[src/rtl/bin2bcd_hs.sv]
// bin2bcd_hs: sequential binary-to-BCD converter (shift-add-3) with
// valid/ready handshakes, overflow saturation and significant-digit count.
//
// Ports:
//   clk, rst_n        clock, async active-low reset
//   din/din_vld/din_rdy        binary input handshake (din_rdy only in IDLE)
//   bcd_dout/dout_vld/dout_rdy BCD result handshake, digit k in [4k+3:4k]
//   sign              result negative (signed build only, else 0)
//   ndigits           significant digits (1 for zero, DIGITS on overflow)
//   ovf               value exceeded 10^DIGITS-1 (bcd_dout saturates to 9s)
//
// Build option: define BIN2BCD_SIGNED_EN to treat din as two's complement.
module bin2bcd_hs #(
   parameter int DIN_W  = 20,
   parameter int DIGITS = 7,
   localparam int NDW   = $clog2(DIGITS + 1)
) (
   input  logic                  clk,
   input  logic                  rst_n,
   input  logic [DIN_W-1:0]      din,
   input  logic                  din_vld,
   output logic                  din_rdy,
   output logic [4*DIGITS-1:0]   bcd_dout,
   output logic                  sign,
   output logic [NDW-1:0]        ndigits,
   output logic                  ovf,
   output logic                  dout_vld,
   input  logic                  dout_rdy
);

   localparam int CW = $clog2(DIN_W);
   localparam int BW = 4 * DIGITS;

   typedef enum logic [2:0] {
      S_IDLE  = 3'b001,
      S_SHIFT = 3'b010,
      S_DONE  = 3'b100
   } state_t;

   state_t state, state_nxt;

   logic [CW-1:0]    cnt;
   logic [DIN_W-1:0] sr, sr_nxt, mag;
   logic [BW-1:0]    dig, adj, dig_nxt;
   logic             ovf_q, ovf_nxt, sh_out;
   logic [NDW-1:0]   nd_nxt;
   logic             accept, last, take;

   assign din_rdy = (state == S_IDLE);
   assign accept  = din_vld && din_rdy;
   assign last    = (cnt == CW'(DIN_W - 1));
   assign take    = dout_vld && dout_rdy;

   // add-3 correction, then shift {digits, sr} left; the bit leaving the
   // top digit means the value no longer fits in DIGITS digits
   always_comb begin
      adj = '0;
      for (int k = 0; k < DIGITS; k++) begin
         if (dig[4*k +: 4] >= 4'd5)
            adj[4*k +: 4] = dig[4*k +: 4] + 4'd3;
         else
            adj[4*k +: 4] = dig[4*k +: 4];
      end
   end

   assign {sh_out, dig_nxt, sr_nxt} = {adj, sr, 1'b0};
   assign ovf_nxt = ovf_q | sh_out;

   always_comb begin
      nd_nxt = NDW'(1);
      for (int k = 0; k < DIGITS; k++) begin
         if (dig_nxt[4*k +: 4] != 4'd0)
            nd_nxt = NDW'(k + 1);
      end
      if (ovf_nxt)
         nd_nxt = NDW'(DIGITS);
   end

   always_comb begin
      state_nxt = state;
      case (state)
         S_IDLE:  if (din_vld)  state_nxt = S_SHIFT;
         S_SHIFT: if (last)     state_nxt = S_DONE;
         S_DONE:  if (take)     state_nxt = S_IDLE;
         default:               state_nxt = S_IDLE;
      endcase
   end

   always_ff @(posedge clk or negedge rst_n) begin
      if (!rst_n)
         state <= S_IDLE;
      else
         state <= state_nxt;
   end

   always_ff @(posedge clk or negedge rst_n) begin
      if (!rst_n) begin
         sr    <= '0;
         dig   <= '0;
         ovf_q <= 1'b0;
         cnt   <= '0;
      end else if (accept) begin
         sr    <= mag;
         dig   <= '0;
         ovf_q <= 1'b0;
         cnt   <= '0;
      end else if (state == S_SHIFT) begin
         sr    <= sr_nxt;
         dig   <= dig_nxt;
         ovf_q <= ovf_nxt;
         if (!last)
            cnt <= cnt + 1'b1;
      end
   end

   // result registers load on the DONE entry edge; dout_vld follows one
   // cycle later so the outputs are settled a full cycle before offered
   always_ff @(posedge clk or negedge rst_n) begin
      if (!rst_n) begin
         bcd_dout <= '0;
         ovf      <= 1'b0;
         ndigits  <= NDW'(1);
         dout_vld <= 1'b0;
      end else begin
         if (state == S_SHIFT && last) begin
            bcd_dout <= ovf_nxt ? {DIGITS{4'h9}} : dig_nxt;
            ovf      <= ovf_nxt;
            ndigits  <= nd_nxt;
         end
         dout_vld <= (state == S_DONE) && (state_nxt == S_DONE);
      end
   end

`ifdef BIN2BCD_SIGNED_EN
   logic sign_q;

   // ~din+1 of the most negative value is its correct unsigned magnitude
   assign mag = din[DIN_W-1] ? (~din + 1'b1) : din;

   always_ff @(posedge clk or negedge rst_n) begin
      if (!rst_n) begin
         sign_q <= 1'b0;
         sign   <= 1'b0;
      end else begin
         if (accept)
            sign_q <= din[DIN_W-1];
         if (state == S_SHIFT && last)
            sign <= sign_q;
      end
   end
`else
   assign mag  = din;
   assign sign = 1'b0;
`endif

endmodule
[config.mk]
export PLATFORM = sky130hd
export DESIGN_NAME = bin2bcd_hs
export DESIGN_NICKNAME = d
export VERILOG_FILES = /design/src/rtl/bin2bcd_hs.sv
export SDC_FILE = /design/constraint.sdc
export NUM_CORES = 1
export LEC_CHECK = 0
export BUFFER_PORTS_ARGS = -buffer_cell sky130_fd_sc_hd__buf_4
export CAP_MARGIN = 20
export CORE_UTILIZATION = 35
export CTS_BUF_LIST = sky130_fd_sc_hd__clkbuf_2 sky130_fd_sc_hd__clkbuf_4 sky130_fd_sc_hd__clkbuf_8
export CTS_CLUSTER_DIAMETER = 50
export DETAILED_ROUTE_END_ITERATION = 10
export HOLD_SLACK_MARGIN = 0.12
export PLACE_DENSITY_LB_ADDON = 0.08
export SYNTH_ARGS = -nofsm -noshare
export SYNTH_HDL_FRONTEND = slang
export SYNTH_SLANG_ARGS = --single-unit
[constraint.sdc]
create_clock -name clk -period 3.8 [get_ports clk]
set_input_delay 0.38 -clock clk [delete_from_list [all_inputs] [get_ports clk]]
set_output_delay 0.38 -clock clk [all_outputs]
set_load 0.01 [all_outputs]
# After elaboration in Yosys (flattened, before gate mapping)
# Index checks and enable logic that the tools add are counted.
[op_classes] n_eq_ne=6 order_cmp=7 n_bitwise=1 n_mux=28 addsub=8 n_reduce_logical=12
[ops] cell="2-to-1 mux 28 bit" n=3
[ops] cell="2-to-1 mux 20 bit" n=2
[ops] cell="adder 4 x 2 -> 4 bit, second input constant" n=7
[ops] cell="greater-or-equal comparator 4 x 3 -> 1 bit, second input constant" n=7
[ops] cell="2-to-1 mux 4 bit" n=7
[ops] cell="2-to-1 mux 3 bit" n=9
[ops] cell="nonzero test 4 bit" n=6
[ops] cell="2-to-1 mux 5 bit" n=3
[ops] cell="case mux 3 bit (3 select lines)" n=1
[ops] cell="== test 3 bit, second input constant" n=2
[ops] cell="adder 5 x 1 -> 5 bit, second input constant" n=1
[ops] cell="== test 5 bit, second input constant" n=1
[ops] cell="logical AND 1 bit" n=4
[ops] cell="== test 3 x 1 -> 1 bit, second input constant" n=1
[ops] cell="== test 3 x 2 -> 1 bit, second input constant" n=1
[ops] cell="2-to-1 mux 1 bit" n=2
[ops] cell="2-to-1 mux 2 bit" n=1
[ops] cell="inequality test 2 bit, second input constant" n=1
[ops] cell="AND reduction 2 bit" n=1
[ops] cell="nonzero test 2 bit" n=1
[ops] cell="bitwise OR 1 bit" n=1
[totals] wordCells=71 register_bits=90 output_inout_bits=35 in_bits=24

# Depth between registers and ports, before layout
# Gate-level depths: netlist of the first run.
[depth] depth_word=10 depth_mapped=8 depth_no_buf=8

# Worst setup path after synthesis of the first run
# OpenSTA, ideal clock, no wires.
[synth_path] path_kind="reg-to-reg" from="register dig[8]" to="register ndigits[0]" t_required_ns=3.719 path_stages_with_launch=9 setup_ns=0.081 setup_slack_ns=1.951 period_less_slack_ns=1.849 path_buffers=0 arrival_ns=1.768 path_cell_list="dfrtp_1 > inv_1 > ha_1 > nand2b_1 > a21oi_1 > mux2i_1 > o2111ai_1 > a211oi_2 > nor3_2"
[synth_between] elab_chain_len=9 word_cells_on_any_way=11 cone_classes="add/sub: 1; order compare: 1; mux: 7; reduce/logical: 2"
[synth_lines] item="from (decl)" line="44" text="logic [BW-1:0] dig, adj, dig_nxt;"
[synth_lines] item="from (signal assigned)" line="109" text="dig <= dig_nxt;"
[synth_lines] item="adder 4 x 2 -> 4 bit or greater-or-equal comparator 4 x 3 -> 1 bit (tied branches)" line="60, 59"
[synth_lines] item="2-to-1 mux 4 bit *" line="59" text="if (dig[4*k +: 4] >= 4'd5)"
[synth_lines] item="nonzero test 4 bit" line="72" text="if (dig_nxt[4*k +: 4] != 4'd0)"
[synth_lines] item="2-to-1 mux 3 bit" line="72"
[synth_lines] item="2-to-1 mux 3 bit * (4 in a row)" line="72"
[synth_lines] item="2-to-1 mux 3 bit *" line="75" text="if (ovf_nxt)"
[synth_lines] item="to (signal assigned)" line="128" text="ndigits <= nd_nxt;"
[synth_lines] item="to (decl)" line="25" text="output logic [NDW-1:0] ndigits,"
# Every way passes the cells marked *; elsewhere a longest branch is shown, timed or not.
# A chain may end at the register's enable or synchronous reset.

# Final worst setup path of the first run
[layout_path] from="register state[2]" to="register bcd_dout[10]"
[layout_between] elab_chain_len=2
[layout_lines] item="from (decl)" line="40" text="state_t state, state_nxt;"
[layout_lines] item="from (signal assigned)" line="93" text="state <= state_nxt;"
[layout_lines] item="== test 3 x 2 -> 1 bit" line="125" text="if (state == S_SHIFT && last) begin"
[layout_lines] item="logical AND 1 bit" line="125"
[layout_lines] item="to (signal assigned)" line="126" text="bcd_dout <= ovf_nxt ? {DIGITS{4'h9}} : dig_nxt;"
[layout_lines] item="to (decl)" line="23" text="output logic [4*DIGITS-1:0] bcd_dout,"
# Every way passes these cells.

==> summary.md, run 1 <==
| Metric | Value |
|---|---|
| Fin Setup TNS | `0 ns` |
| CP arrival | `2.46 ns` |
| Slew headroom | `0.408` |
| CTS tree | `built` |
| Clk buf depth | `2` |
| Vias in the first global route | `3426` |
| Post-Syn Instances | `442` |
| Post-CTS setup buffer count | `0` |
| Post-Synth Adder-Cell Area | `0.0428` |
| Total Power | `2.54 mW` |
| Hpwl dp | `6.92 mm` |
| Largest cells by area after synthesis | `dfrtp_1, a222oi_1, ha_1, nand2_1, inv_1` |
| Final-report setup violation count | `0` |
| Die Width | `114 um` |
| Commonest cells post-synth | `dfrtp_1, nand2_1, inv_1` |
| Buf/Inv on CP | `2` |
| CP max-delay cell | `dfrtp_1` |
| Reg clk slew, reported paths | `0.09 ns` |
| Chip Height | `114 um` |
| Cell variety after synth | `52` |
| Antenna violations before repair | `0` |
| Kind of start point of the critical path | `flip-flop` |
| Final Skew | `0.0127 ns` |
| Final nets | `532` |
| Tot GR Track Use | `0.173` |
| DR DRC count | `0` |
| Leakage | `2.39 nW` |
| Die area | `13000 um^2` |
| Register-to-Register Path Depth | `6` |
| RSZ-0062 raised after global routing | `no` |
| Quantity of hold-fixing buffers added after cts | `0` |
| Final core utilization | `0.429` |
| Global-route wire length before repair | `17.1 mm` |
| Clk Latency, worst-skew pair | `0.38 ns` |
| Status | `complete, no violations` |
| Top cell type's share of synthesized area | `0.502` |
| Hold Vio Cnt, Final | `0` |
| Grt met1 use | `0.222` |
| Gr ovfl total | `0` |
| Worst Setup SP | `state[2]` |
| PwrDens | `488 nW/um^2` |
| Crit Reg-Reg Endpoint | `bcd_dout[10]` |
| Synth Area in XOR/XNOR | `0.0220` |
| Via/cell ratio | `5.09` |
| CP Capture Point | `bcd_dout[10]` |
| Dpl ws | `1.57 ns` |
| Area delta synth->final | `18.5%` |
| Mapped Area | `4390 um^2` |
| Main synth FF type | `dfrtp_1` |
| # port buffers | `57` |
| 1st-iter DRT viols | `186` |
| Filler cell count in the final layout | `1220` |
| RD Place Congestion | `0.772` |
| Synth Register Bits | `90` |
| Row cnt | `40` |
| Crit-path most repeated cell | `buf_4` |
| H-Tree Depth | `3` |
| Post-Synth Simple-Gate Area | `0.157` |
| Total core area | `12100 um^2` |
| Slew Limit Fails | `0` |
| Crit path capture type | `flip-flop` |
| Largest family of logic cells by synthesized area | `compound AO/OA/AOI/OAI gates` |
| Register area share after synthesis | `0.514` |
| TritonCTS sink count | `90` |
| Max_cap viols | `0` |
| Delay of the slowest critical-path stage | `0.44 ns` |
| Pre-antenna DRT Iters | `7` |
| Reg-to-reg slack, setup | `1.62 ns` |
| Largest net degree at the start of global routing | `68` |
| Syn Nets | `481` |
| Cell taking the most area after synthesis | `dfrtp_1` |
| Avg Cell Area, Syn | `9.93 um^2` |
| Vias | `3387` |
| Tightest Hold Check Type | `in2async` |
| Slew @ Worst Pin | `0.889 ns` |
| Gr busiest metal | `met2` |
| Ys Warns | `0` |
| Maximum vdd drop | `0.304 mV` |
| Ratio of cells with drive above 1 in the final layout | `0.209` |
| Critical path depth | `6` |
| Detailed Route WL | `10.4 mm` |
| CP Max Fanout | `31` |
| Most frequent cell after synthesis | `dfrtp_1` |
| Multiplexer share of the synthesized area | `0.0245` |
| EDFF count, synth | `0` |
| Met2 usage | `0.282` |
| Ports | `59` |
| Final worst path period share | `0.573` |
| R2r startpoint | `state[2]` |
| Post_cts resized | `0` |
| Crit Path Category | `reg2reg` |
| Complex-gate fraction of the synthesized area | `0.185` |
| Met3 usage | `0.0446` |
| Ys async rst share | `1.00` |
| CP cell instances | `nor3b_4 -> buf_4 -> and2_1 -> buf_4 -> nand2_1 -> o21ai_0` |
| Root Buffer | `clkbuf_8` |
| Minimum clock period | `2.18 ns` |
| Post-detailed-route count of antenna-violating nets | `0` |
| Post-DR wirelength/cell | `15.6 um` |
| Worst EP required | `4.09 ns` |
| Diodes inserted | `0` |
| Largest delay share family, worst path | `simple AND/OR/NAND/NOR gates` |
| Achievable frequency | `460 MHz` |
| Starting Density | `0.362` |
| Post-route setup slack | `1.62 ns` |
| CTS buffer count | `9` |
==> layer usage <==
layer  vias up  routed length [um]
met5         -                   0
met4         0                 154
met3        10                 433
met2        63                4850
met1      1637                4930
li1       1677                   -
==> logic make-up (layout without fill, tap and decap cells) <==
| logic type | count (synthesis) | after routing |
|---|---|---|
| mux | 10 | 10 |
| xor+xnor | 11 | 11 |
| fa+ha+maj | 15 | 15 |
| compound gates | 119 | 119 |
| other cells | 1 | 1 |
| flops | 90 | 90 |
| buf+inv | 59 | 115 |
| simple gates | 137 | 137 |
==> registers in the layout, indices dropped and copies added, names as in the netlist <==
| name | cells |
|---|---|
| bcd_dout | 28 |
| sr | 20 |
| dout_vld | 1 |
| ndigits | 3 |
| cnt | 5 |
| ovf | 1 |
| ovf_q | 1 |
| state | 3 |
| dig | 28 |
==> how the worst min path moves through the flow <==
stage / cells past startpoint / from / slack (ns) / to
after detailed placement: 2 / bcd_dout[5] / 0.48 / bcd_dout[5]
after CTS: 1 / rst_n / 0.14 / dig[14]
after global routing: 1 / rst_n / 0.18 / dig[14]
after floorplan: 0 / rst_n / 0.08 / bcd_dout[0]
final: 1 / rst_n / 0.10 / dig[14]
after global placement: 2 / bcd_dout[22] / 0.48 / bcd_dout[22]
==> cells in the final DEF, fill, tap and decap left out, types with 5 or more instances in the layout <==
| cell | n |
|---|---|
| a21oi_1 | 25 |
| buf_4 | 63 |
| a222oi_1 | 19 |
| o31ai_1 | 6 |
| dfrtp_1 | 88 |
| nand3_1 | 7 |
| nor2_1 | 33 |
| mux2_2 | 5 |
| nand4_1 | 5 |
| o21ai_1 | 5 |
| nand2_1 | 48 |
| o22ai_1 | 20 |
| xnor2_1 | 8 |
| ha_1 | 15 |
| a31oi_1 | 12 |
| o21ai_0 | 19 |
| nor3b_1 | 12 |
| inv_1 | 34 |
| clkbuf_8 | 12 |
| nand2b_1 | 7 |
==> through the flow <==
stage / instance area (um^2) / hold WS, ns / std cells
after floorplan: 4390 / 0.0844 / 442
after global placement: 4970 / 0.477 / 649
after detailed placement: 4970 / 0.480 / 649
after CTS: 5180 / 0.140 / 665
after global routing: 5200 / 0.176 / 666
final: 5200 / 0.104 / 666
==> power breakdown <==
part | total [mW] | internal [mW] | switching (mW)
logic | 0.627 | 0.254 | 0.372
clock network | 0.699 | 0.357 | 0.342
registers | 1.21 | 1.11 | 0.105
==> final cells by class <==
type                    count  area (um^2)  share of cell area
repair buffers             64          493              0.0948
clock inverters             4         48.8             0.00938
well taps                 168          210              0.0404
inverters                  35          131              0.0253
clock buffers              12          165              0.0318
flip-flops and latches     90         2250               0.433
multi-input cells         293         1900               0.365
(Power assumes the default switching activity.)
==> run 2, diff against run 1 <==
Clock period 3.8 ns to 1.87 ns, I/O delays scaled along.
==> summary.md, run 2 (synthesized netlist as in run 1, its figures left out) <==
| Metric | Value |
|---|---|
| Clk Latency, worst-skew pair | `0.38 ns (about the same)` |
| Max_cap viols | `0 (unchanged)` |
| Kind of start point of the critical path | `flip-flop (unchanged)` |
| Post-detailed-route count of antenna-violating nets | `0 (unchanged)` |
| Crit Reg-Reg Endpoint | `ndigits[0] (was bcd_dout[10])` |
| Crit path capture type | `flip-flop (unchanged)` |
| Diodes inserted | `0 (unchanged)` |
| Pre-antenna DRT Iters | `5 (was 7)` |
| Final worst path period share | `1.00 (was 0.573)` |
| Dpl ws | `-0.109 ns (was 1.57 ns)` |
| Final Skew | `0.0152 ns (was 0.0127 ns)` |
| CTS tree | `built (unchanged)` |
| Tot GR Track Use | `0.184 (was 0.173)` |
| Fin Setup TNS | `0 ns (unchanged)` |
| DR DRC count | `0 (unchanged)` |
| Clk network pwr share | `0.245 (was 0.275)` |
| CP Max Fanout | `3 (was 31)` |
| Die area | `13000 um^2 (unchanged)` |
| Starting Density | `0.362 (unchanged)` |
| Slew headroom | `0.453 (was 0.408)` |
| Chip Height | `114 um (unchanged)` |
| Post-DR wirelength/cell | `14.9 um (was 15.6 um)` |
| Die Width | `114 um (unchanged)` |
| Worst EP required | `2.18 ns (was 4.09 ns)` |
| Vias in the first global route | `3679 (was 3426)` |
| Via/cell ratio | `4.94 (was 5.09)` |
| Top flop regs | `bcd_dout: 28 flops, dig: 28 flops, sr: 20 flops (unchanged)` |
| Crit Path Category | `reg2reg (unchanged)` |
| Register-to-Register Path Depth | `8 (was 6)` |
| CP arrival | `2.17 ns (was 2.46 ns)` |
| RD Place Congestion | `0.788 (was 0.772)` |
| Slew Limit Fails | `0 (unchanged)` |
| Most common cell after layout, fill and taps aside | `buf_4 (was dfrtp_1)` |
| WL met2 | `5.21 mm (was 4.85 mm)` |
| Hpwl dp | `7.62 mm (was 6.92 mm)` |
| Share of power burned in registers | `0.479 (was 0.478)` |
| Hold Vio Cnt, Final | `0 (unchanged)` |
| Area delta synth->final | `33.8% (was 18.5%)` |
| Ports | `59 (unchanged)` |
| H-Tree Depth | `3 (unchanged)` |
| Root Buffer | `clkbuf_8 (unchanged)` |
| Status | `complete, no violations (unchanged)` |
| Commonest cells after routing, fill and taps aside | `buf_4, dfrtp_1, nand2_1, inv_1, nor2_1 (was dfrtp_1, buf_4, nand2_1, inv_1, nor2_1)` |
| # port buffers | `57 (unchanged)` |
| Largest net degree at the start of global routing | `34 (was 68)` |
| RSZ-0062 raised after global routing | `yes (was no)` |
| Slew @ Worst Pin | `0.799 ns (was 0.889 ns)` |
| Wl on met1 | `5.19 mm (was 4.93 mm)` |
| Hold slack final | `0.297 ns (was 0.104 ns)` |
| Minimum clock period | `1.87 ns (was 2.18 ns)` |
| Met3 WL | `296 um (was 433 um)` |
| Reg clk slew, reported paths | `0.09 ns (about the same)` |
| Post-route setup slack | `0.000570 ns (was 1.62 ns)` |
| Leakage | `2.73 nW (was 2.39 nW)` |
| Achievable frequency | `535 MHz (was 460 MHz)` |
| CTS buffer count | `9 (unchanged)` |
| Area taken by flip-flops and latches | `2250 um^2 (unchanged)` |
| Filler cell count in the final layout | `1178 (was 1220)` |
| Gr ovfl total | `0 (unchanged)` |
| R2r startpoint | `dig[25] (was state[2])` |
| Ratio of cells with drive above 1 in the final layout | `0.305 (was 0.209)` |
| TritonCTS sink count | `90 (unchanged)` |
| PwrDens | `872 nW/um^2 (was 488 nW/um^2)` |
| Total core area | `12100 um^2 (unchanged)` |
| Top Metal Used | `met4 (unchanged)` |
| Row cnt | `40 (unchanged)` |
| Final-report setup violation count | `0 (unchanged)` |
| Multi-input gate area | `2000 um^2 (was 1900 um^2)` |
| P_int | `3.42 mW (was 1.72 mW)` |
| NetSw | `1.70 mW (was 0.819 mW)` |
| 1st-iter DRT viols | `185 (was 186)` |
| Vias | `3633 (was 3387)` |
| Tightest Hold Check Type | `in2async (unchanged)` |
| Detailed Route WL | `11.0 mm (was 10.4 mm)` |
| Global-route wire length before repair | `18.3 mm (was 17.1 mm)` |
| Clk buf depth | `2 (unchanged)` |
| Antenna violations before repair | `0 (unchanged)` |
| Final nets | `602 (was 532)` |
| Net switching fraction of the power | `0.332 (was 0.323)` |
| Maximum vdd drop | `0.619 mV (was 0.304 mV)` |
| Reg-to-reg slack, setup | `0.0006 ns (was 1.62 ns)` |
| Comb pwr share | `0.276 (was 0.247)` |
-- run 2: changes by cell type in the layout (fill, tap and decap cells not counted), sizes merged --
| cell | previous run | this run |
|---|---|---|
| dlygate4sd3 | 0 | 22 |
| bufinv | 1 | 0 |
| buf | 64 | 112 |
| clkinv | 3 | 4 |
-- run 2: how the worst max path moves through the flow --
stage                     slack (ns)            to    start
after CTS                      0.002  bcd_dout[18]  dig[24]
after global placement         -0.02    ndigits[0]  dig[24]
after detailed placement       -0.11    ndigits[0]  dig[24]
final                         0.0006    ndigits[0]  dig[25]
after floorplan                 0.02    ndigits[0]   dig[8]
after global routing           -0.12    ndigits[0]  dig[25]
-- run 2: final cells by class --
cell class | instances | share of cell area
Clock buffer | 12 | 0.0260
Sequential cell | 90 | 0.384
Clock inverter | 4 | 0.00469
Timing Repair Buffer | 134 | 0.186
Inverter | 35 | 0.0224
Multi-Input combinational cell | 293 | 0.341
Tap cell | 168 | 0.0358
-- run 2: power groups by stage --
stage	registers (mW)	clock network [mW]	logic, mW
5_1_grt	2.49	1.38	1.60
6_report	2.45	1.25	1.41
3_5_place_dp	2.49	0	1.39
3_3_place_gp	2.48	0	1.35
2_1_floorplan	2.44	0	0.912
4_1_cts	2.45	1.31	1.43
-- run 2: stage by stage --
stage / std cells / instance area, um^2 / util / total power, mW
floorplan: 442 / 4390 / - / 3.35
global placement: 695 / 5340 / 0.441 / 3.83
detailed placement: 695 / 5340 / 0.441 / 3.87
CTS: 737 / 5790 / 0.478 / 5.19
global route: 736 / 5870 / 0.485 / 5.46
finish: 736 / 5870 / 0.485 / 5.12
-- run 2: metal layers --
layer	global-route usage	vias up
met4	0.0900	0
met5	0	-
met3	0.0276	15
met1	0.231	1747
li1	-	1806
met2	0.309	65
-- run 2: worst max-delay path, cell delays in order (launching register included) --
cell       delay, ns
dfrtp_1         0.37
inv_2           0.06
ha_2            0.17
nand2b_4        0.14
nor3b_4         0.16
a2111oi_4       0.34
nand4_1         0.25
and2b_1         0.28
nor3_2          0.04
-- run 2: repair_timing --
item	in CTS	in global routing
resized for setup	12	19
hold buffers	22	0
hold endpoints to repair	50	0
setup buffers	4	0
cloned	0	0
setup endpoints to repair	3	25
pin swaps	8	7
==> run 3, diff against run 2 <==
Settings changed: MAX_ROUTING_LAYER set to met4.
==> summary.md, run 3 (synthesized netlist as in run 1, its figures left out) <==
| Metric | Value |
|---|---|
| Status | `finished, violations left (was complete, no violations)` |
| Failing checks | `negative setup slack` |
| DR DRC count | `0 (unchanged)` |
| Tot GR Track Use | `0.189 (was 0.184)` |
| Ports | `59 (unchanged)` |
| Row cnt | `40 (unchanged)` |
| Delay of the slowest critical-path stage | `0.37 ns (about the same)` |
| Global-route wire length before repair | `18.2 mm (was 18.3 mm)` |
| Crit Path Category | `reg2reg (unchanged)` |
| Die area | `13000 um^2 (unchanged)` |
| Via/cell ratio | `4.94 (about the same)` |
| Final Instance Area | `5870 um^2 (unchanged)` |
| CTS buffer count | `9 (unchanged)` |
| Hold slack final | `0.302 ns (was 0.297 ns)` |
| Hold Vio Cnt, Final | `0 (unchanged)` |
| # port buffers | `57 (unchanged)` |
| CP arrival | `2.18 ns (was 2.17 ns)` |
| Reg clk slew, reported paths | `0.09 ns (about the same)` |
| Largest net degree at the start of global routing | `34 (unchanged)` |
| Slew headroom | `0.454 (was 0.453)` |
| 1st-iter DRT viols | `180 (was 185)` |
| Die Width | `114 um (unchanged)` |
| Detailed Route WL | `11.0 mm (about the same)` |
| Max_cap viols | `0 (unchanged)` |
| Root Buffer | `clkbuf_8 (unchanged)` |
| CP Max Fanout | `3 (unchanged)` |
| Ratio of cells with drive above 1 in the final layout | `0.305 (unchanged)` |
| Post-DR wirelength/cell | `15.0 um (was 14.9 um)` |
| Register-to-Register Path Depth | `8 (unchanged)` |
| Tightest Hold Check Type | `in2async (unchanged)` |
| Vias in the first global route | `3684 (was 3679)` |
| H-Tree Depth | `3 (unchanged)` |
| Antenna violations before repair | `0 (unchanged)` |
| Reg-to-reg slack, setup | `-0.002 ns (was 0.0006 ns)` |
| Pre-antenna DRT Iters | `5 (unchanged)` |
| Slew @ Worst Pin | `0.799 ns (about the same)` |
| Maximum vdd drop | `0.623 mV (was 0.619 mV)` |
| Final-report setup violation count | `1 (was 0)` |
| Starting Density | `0.362 (unchanged)` |
| Most common cell after layout, fill and taps aside | `buf_4 (unchanged)` |
| Slew Limit Fails | `0 (unchanged)` |
| CP cell instances | `inv_2 -> ha_2 -> nand2b_4 -> nor3b_4 -> a2111oi_4 -> nand4_1 -> and2b_1 -> nor3_2 (unchanged)` |
| RD Place Congestion | `0.799 (was 0.788)` |
| Placed cell areas | `5340 um^2 (unchanged)` |
| Total core area | `12100 um^2 (unchanged)` |
| RSZ-0062 raised after global routing | `yes (unchanged)` |
| Crit Reg-Reg Endpoint | `ndigits[0] (unchanged)` |
| Post-route setup slack | `-0.00236 ns (was 0.000570 ns)` |
| Minimum clock period | `1.87 ns (about the same)` |
| Gr ovfl total | `0 (unchanged)` |
| Total Power | `5.11 mW (was 5.12 mW)` |
| Final nets | `602 (unchanged)` |
| Vias | `3636 (was 3633)` |
| Fin cells | `736 (unchanged)` |
| Clk Latency, worst-skew pair | `0.37 ns (was 0.38 ns)` |
| Chip Height | `114 um (unchanged)` |
| Achievable frequency | `534 MHz (was 535 MHz)` |
| Post-detailed-route count of antenna-violating nets | `0 (unchanged)` |
| Leakage | `2.73 nW (unchanged)` |
| Final Skew | `0.0156 ns (was 0.0152 ns)` |
| Clk buf depth | `2 (unchanged)` |
| Hpwl dp | `7.62 mm (unchanged)` |
| CTS tree | `built (unchanged)` |
| Worst EP required | `2.17 ns (was 2.18 ns)` |
| Area delta synth->final | `33.8% (unchanged)` |
| Diodes inserted | `0 (unchanged)` |
| Placed Instances | `695 (unchanged)` |
| Fin Setup TNS | `-0.00236 ns (was 0 ns)` |
| Final worst path period share | `1.00 (about the same)` |
| Kind of start point of the critical path | `flip-flop (unchanged)` |
| TritonCTS sink count | `90 (unchanged)` |
| PwrDens | `871 nW/um^2 (was 872 nW/um^2)` |
| R2r startpoint | `dig[25] (unchanged)` |
| Crit path capture type | `flip-flop (unchanged)` |
| CP max-delay cell | `dfrtp_1 (unchanged)` |
| Top flop regs | `bcd_dout: 28 flops, dig: 28 flops, sr: 20 flops (unchanged)` |
| Commonest cells after routing, fill and taps aside | `buf_4, dfrtp_1, nand2_1, inv_1, nor2_1 (unchanged)` |
run 3: cell counts in the layout (fill, tap and decap cells not counted):
No cell type changed its count.
run 3: worst max-delay path: cells and delay by family (launching register included):
| family | cells | cell delay, ns |
|---|---|---|
| compound gates | 1 | 0.34 |
| fa+ha+maj | 1 | 0.17 |
| buf+inv | 1 | 0.06 |
| flops | 1 | 0.37 |
| simple gates | 5 | 0.87 |
run 3: final cells by class:
cell class	instances	area (um^2)
fillers	1178	6240
inverters	35	131
flip-flops and latches	90	2250
repair buffers	134	1090
clock buffers	12	153
well taps	168	210
multi-input cells	293	2000
clock inverters	4	27.5
run 3: power breakdown:
group | switching, mW | internal [mW] | total (mW)
clock | 0.697 | 0.550 | 1.25
combinational | 0.791 | 0.619 | 1.41
sequential | 0.206 | 2.25 | 2.45
run 3: per-stage QoR:
| stage | worst slack (ns) | utilization |
|---|---|---|
| 6_report | -0.00236 | 0.485 |
| 5_1_grt | -0.124 | 0.485 |
| 4_1_cts | 0.00176 | 0.478 |
| 3_5_place_dp | -0.109 | 0.441 |
| 3_3_place_gp | -0.0249 | 0.441 |
| 2_1_floorplan | 0.0210 | - |
run 3: timing repair:
action	4_1_cts	5_1_grt
hold endpoints to repair	50	0
resized for setup	12	19
endpoints found under the setup margin	3	25
hold buffers	22	0
setup buffers	4	0
pin swaps	8	7
run 3: layer usage:
layer / part of all wire / up-vias / wire length (um) / GRT usage
met5: 0 / - / 0 / -
met4: 0.022 / 0 / 245 / 0.0900
met3: 0.029 / 12 / 314 / 0.0282
met2: 0.48 / 61 / 5270 / 0.310
met1: 0.47 / 1755 / 5180 / 0.230
li1: - / 1808 / - / -
run 3: how the worst max path moves through the flow:
stage	start	end	slack (ns)	cells past startpoint
floorplan	dig[8]	ndigits[0]	0.02	8
global placement	dig[24]	ndigits[0]	-0.02	7
detailed placement	dig[24]	ndigits[0]	-0.11	8
CTS	dig[24]	bcd_dout[18]	0.002	7
global route	dig[25]	ndigits[0]	-0.12	8
finish	dig[25]	ndigits[0]	-0.002	8
